**config.mk**
```make
export PLATFORM = sky130hd
export DESIGN_NAME = if_fetch_stage
export DESIGN_NICKNAME = d
export VERILOG_FILES = /design/src/rtl/if_fetch_stage.sv
export SDC_FILE = /design/constraint.sdc
export NUM_CORES = 1
export LEC_CHECK = 0
export CORE_ASPECT_RATIO = 1.4
export CORE_UTILIZATION = 46
export DETAILED_ROUTE_END_ITERATION = 12
export PLACE_DENSITY = 0.77
export SKIP_LAST_GASP = 1
export SYNTH_ARGS = -nofsm -noshare
export SYNTH_HDL_FRONTEND = slang
export SYNTH_SLANG_ARGS = --single-unit
```
**constraint.sdc**
```tcl
create_clock -name clk -period 5.7 [get_ports clk]
set_input_delay 1.71 -clock clk [delete_from_list [all_inputs] [get_ports clk]]
set_output_delay 1.71 -clock clk [all_outputs]
set_load 0.03 [all_outputs]
```
**src/rtl/if_fetch_stage.sv**
```systemverilog
// Instruction fetch stage: owns the fetch PC, reads the combinational instruction
// memory and buffers {instr, pc} pairs in a 2-entry FIFO drained by decode.
module if_fetch_stage #(
  parameter logic [31:0] RESET_PC = 32'h0000_0000
) (
  input  logic        clk,
  input  logic        reset,
  output logic [31:0] imem_addr_o,
  output logic        imem_rw_o,
  input  logic [31:0] imem_data_i,
  input  logic        redirect_valid_i,
  input  logic [31:0] redirect_pc_i,
  output logic        id_valid_o,
  input  logic        id_ready_i,
  output logic [31:0] id_instr_o,
  output logic [31:0] id_pc_o,
  output logic [31:0] id_pc_plus4_o,
  output logic        fetch_fault_o
);

  typedef enum logic [0:0] {
    RUN   = 1'b0,
    FAULT = 1'b1
  } state_e;

  state_e      state_q, state_d;
  logic [31:0] fetch_pc_q, fetch_pc_d;
  logic [1:0]  count_q, count_d;
  logic [31:0] instr0_q, instr0_d, instr1_q, instr1_d;
  logic [31:0] pc0_q, pc0_d, pc1_q, pc1_d;
  logic        pop_s, push_s;

  // Entry 0 is always the head; a pop shifts entry 1 down.
  always_comb begin
    state_d    = state_q;
    fetch_pc_d = fetch_pc_q;
    count_d    = count_q;
    instr0_d   = instr0_q;
    instr1_d   = instr1_q;
    pc0_d      = pc0_q;
    pc1_d      = pc1_q;
    pop_s      = id_valid_o & id_ready_i;
    push_s     = (state_q == RUN) & ~redirect_valid_i & ((count_q < 2'd2) | pop_s);
    case (state_q)
      RUN: begin
        if (redirect_valid_i) begin
          count_d = 2'd0;
          if (redirect_pc_i[1:0] != 2'b00) begin
            state_d = FAULT;
          end else begin
            fetch_pc_d = redirect_pc_i;
          end
        end else if (push_s && pop_s) begin
          fetch_pc_d = fetch_pc_q + 32'd4;
          if (count_q == 2'd2) begin
            instr0_d = instr1_q;
            pc0_d    = pc1_q;
            instr1_d = imem_data_i;
            pc1_d    = fetch_pc_q;
          end else begin
            instr0_d = imem_data_i;
            pc0_d    = fetch_pc_q;
          end
        end else if (push_s) begin
          fetch_pc_d = fetch_pc_q + 32'd4;
          count_d    = count_q + 2'd1;
          if (count_q == 2'd0) begin
            instr0_d = imem_data_i;
            pc0_d    = fetch_pc_q;
          end else begin
            instr1_d = imem_data_i;
            pc1_d    = fetch_pc_q;
          end
        end else if (pop_s) begin
          instr0_d = instr1_q;
          pc0_d    = pc1_q;
          count_d  = count_q - 2'd1;
        end else begin
          count_d = count_q;
        end
      end
      FAULT: begin
        count_d = 2'd0;
      end
      default: begin
        state_d = FAULT;
        count_d = 2'd0;
      end
    endcase
  end

  // State, fetch PC and FIFO registers.
  always_ff @(posedge clk or posedge reset) begin
    if (reset) begin
      state_q    <= RUN;
      fetch_pc_q <= RESET_PC;
      count_q    <= 2'd0;
      instr0_q   <= 32'd0;
      instr1_q   <= 32'd0;
      pc0_q      <= 32'd0;
      pc1_q      <= 32'd0;
    end else begin
      state_q    <= state_d;
      fetch_pc_q <= fetch_pc_d;
      count_q    <= count_d;
      instr0_q   <= instr0_d;
      instr1_q   <= instr1_d;
      pc0_q      <= pc0_d;
      pc1_q      <= pc1_d;
    end
  end

  assign imem_addr_o   = {2'b00, fetch_pc_q[31:2]};
  assign imem_rw_o     = 1'b0;
  assign id_valid_o    = (count_q != 2'd0);
  assign id_instr_o    = id_valid_o ? instr0_q : 32'd0;
  assign id_pc_o       = id_valid_o ? pc0_q : 32'd0;
  assign id_pc_plus4_o = id_valid_o ? (pc0_q + 32'd4) : 32'd0;
  assign fetch_fault_o = (state_q == FAULT);

endmodule

```
==> results of run 1 <==
==> worst max-delay path by stage <==
stage,startpoint,endpoint,slack [ps]
after CTS,pc0_q[9],id_pc_plus4_o[16],730
after floorplan,reset,count_q[0],1920
after global placement,pc0_q[9],id_pc_plus4_o[16],1250
after detailed placement,pc0_q[9],id_pc_plus4_o[16],1190
after global routing,pc0_q[9],id_pc_plus4_o[29],540
final,pc0_q[9],id_pc_plus4_o[16],730
==> cells in the final DEF, fill, tap and decap left out, types with 3 or more instances in the layout <==
cell / instances
a211oi_1: 5
a21oi_1: 27
a22o_1: 5
a311oi_1: 7
a31o_2: 3
a32oi_1: 3
and2_1: 67
and3_1: 11
and4_1: 8
buf_4: 10
clkbuf_16: 17
clkbuf_8: 4
clkdlybuf4s50_1: 195
clkinv_2: 3
clkinvlp_4: 4
conb_1: 3
dfrtp_1: 163
inv_1: 12
mux2_2: 60
mux2i_1: 60
nand2_1: 87
nand3_1: 28
nand4_1: 17
nor2_1: 52
nor2b_1: 3
nor3_1: 23
nor3b_1: 4
nor4_1: 10
o21ai_0: 89
o21ai_1: 8
or3_1: 10
xnor2_1: 16
xor2_1: 8
==> layout make-up <==
type	instances	area, µm²	share of cell area (%)
clock buffers	23	488	4.28
clock inverters	8	76.3	0.669
inverters	14	56.3	0.494
multi-input cells	655	4330	38.0
flip-flops and latches	163	4080	35.8
well taps	248	310	2.72
repair buffers	207	2070	18.1
==> routing by layer <==
layer  wire length [µm]  vias up  global-route usage, %
met1               9720     3492                   28.5
met2              10900      212                   38.3
met4                630        0                   9.88
met3                812       39                   3.07
met5                  0        -                      0
li1                   -     3491                      -
==> tightest hold or removal path, cell delays in order (launching register included) <==
cell     delay (ps)
dfrtp_1         330
nand2_1          40
o21ai_0          60
==> stage by stage <==
stage               hold slack [ps]  total power, µW  area (µm²)  setup WS [ps]
CTS                             476             2820       11400            727
floorplan                       440             1590        9020           1920
global placement                454             1700       10800           1250
global route                    489             2910       11400            540
detailed placement              463             1710       10800           1190
finish                          469             2790       11400            729
==> synthesized netlist by cell type (all sizes together), types with 12 or more instances <==
| library cell | n |
|---|---|
| a21oi | 28 |
| and2 | 67 |
| and3 | 12 |
| buf | 59 |
| clkbuf | 42 |
| dfrtp | 163 |
| inv | 14 |
| mux2 | 60 |
| mux2i | 60 |
| nand2 | 88 |
| nand3 | 30 |
| nand4 | 19 |
| nor2 | 53 |
| nor3 | 25 |
| nor4 | 12 |
| o21ai | 98 |
| xnor2 | 16 |
==> kinds of logic after synthesis <==
logic type               count (synthesis)
AND/OR/NAND/NOR                        340
buffers and inverters                  115
flip-flops                             163
AO/OA/AOI/OAI                          166
XOR/XNOR                                24
multiplexers                           120
adder cells (fa/ha/maj)                  2
other                                    1
==> report_power, final <==
part | switching (µW) | internal (µW)
combinational | 180 | 167
sequential | 108 | 1240
clock | 456 | 644
==> state kept, by name, summed over array words and instances (netlist names) <==
register	count
fetch_pc_q	32
instr0_q	32
instr1_q	32
pc0_q	32
pc1_q	32
count_q	2
fetch_fault_o	1
==> results.toml, run 1 <==
[yosys]
synth_ff_type = "dfrtp_1"
synth_warnings = 0
synth_edf_count = 0
synth_cells = 931
synth-seq-cells = 163
synthDistinctLibCells = 59
synthesis.area_per_instance_um2 = 9.68
netlist_area_mm2 = 0.00901
muxShareOfSynthArea_pct = 14.2
ys_seq_area_share_pct = 45.3
synth_top_area_share_pct = 45.3
synth-simple-area-share_pct = 20.2
synth_area_leaders = "dfrtp_1, mux2_2, mux2i_1"
synth_top_family_by_area = "simple AND/OR/NAND/NOR gates"
async_flop_share_pct = 100
synth_compound_area_share_pct = 10.7
synth_xor_area_share_pct = 2.33
synthAdderAreaFrac_pct = 0.278
synth_top_area_cell = "dfrtp_1"

[route]
drt-pass1-iter-count = 7
ant_nets = 0
drtIter0Drc = 408
vias = 7234
drc = 0
wl_per_cell_um = 16.8
wirelength_mm = 22.1
avgViaCountPerCell = 5.49

[cts]
insertion_delay_ps = 420
cts_made_buffers = 17
cts_hold_buf = 0
post_cts_resized = 0
clockBufferDepth = 2
clock-root-buffer = "clkbuf_16"
post-cts-setup-buffers = 0
h-tree-depth = 4
cts_sinks = 163
clk_pin_slew_ps = 60
cts_tree = "yes"

[sta]
slew_violations = 0
max_slew_margin_pct = 40.9
fmax_mhz = 201
clock-skew-final_ps = 6.31
tightest_slew_ps = 883
final-setup-viol-count = 0
period_share_pct = 87.2
rsz0062_at_grt = "false"
finalHoldViolCount = 0
fin_crit_ps = 4970
setup_tns_ps = 0

[grt]
antenna_found_initial = 0
grt_usage_pct = 22.5
grt_pass1_vias = 6936
overflow = 0
grt_max_degree = 97
grt_pass1_wl_mm = 35.9

[critical_path]
cp-start-kind = "flop"
cp_top_family = "simple AND/OR/NAND/NOR gates"
r2r_slack_ps = 3180
crit_chain = "and4_1 -> nand4_1 -> or3_1 -> a21oi_1 -> clkdlybuf4s50_1"
r2r_cells = 4
crit_type = "flop to output pin"
critPathBufInv = 1
reg2reg_to = "pc1_q[10]"
crit_path_top_delay_cell = "clkdlybuf4s50_1"
r2r_start = "fetch_fault_o"
path_max_fanout = 17
worst-path-stages = 5
slowest_delay_ps = 700
endpoint_kind = "output pin"
cp.required_ps = 3990
crit_arrival_ps = 3260

[cells_and_area]
layout.cells.non_filler = 1318
post-route-util_pct = 59.3
fill_cells = 1663
area_growth_pct = 26.6
final_nets = 1128
layout-drive-gt1-share_pct = 11.3
diodes = 0

[outcome]
status = "finished, final reports clean"

[floorplan]
core_mm2 = 0.0192
dieHeight_um = 168
dieArea_mm2 = 0.0202
io_pins = 199
start_util_pct = 46.9
num_rows = 60
fp.dieW_um = 120

[min_path]
hold-path-endpoint = "pc0_q[0]"
holdPathStages = 2
min_from = "pc0_q[0]"
hp-class = "flop to flop"

[pwr]
power.density_mw_per_mm2 = 245
peakVddDrop_mv = 0.179
p_leak_uw = 0.00458

[placed_design]
io_buffers = 195
gp_congestion = 0.840
placedCellCount = 1287
dp_hpwl_mm = 15.7

[flow_run]
maxCapViolations = 0
Power figures use the tool's default switching activity.
==> inputs of run 2 (changes only) <==
--- a/config.mk
+++ b/config.mk
@@ -5,6 +5,7 @@
 export SDC_FILE = /design/constraint.sdc
 export NUM_CORES = 1
 export LEC_CHECK = 0
+export CAP_MARGIN = 0
 export CORE_ASPECT_RATIO = 1.4
 export CORE_UTILIZATION = 46
 export DETAILED_ROUTE_END_ITERATION = 12
==> results of run 2 <==
Final layout, timing and power as in run 1 (identical DEF).
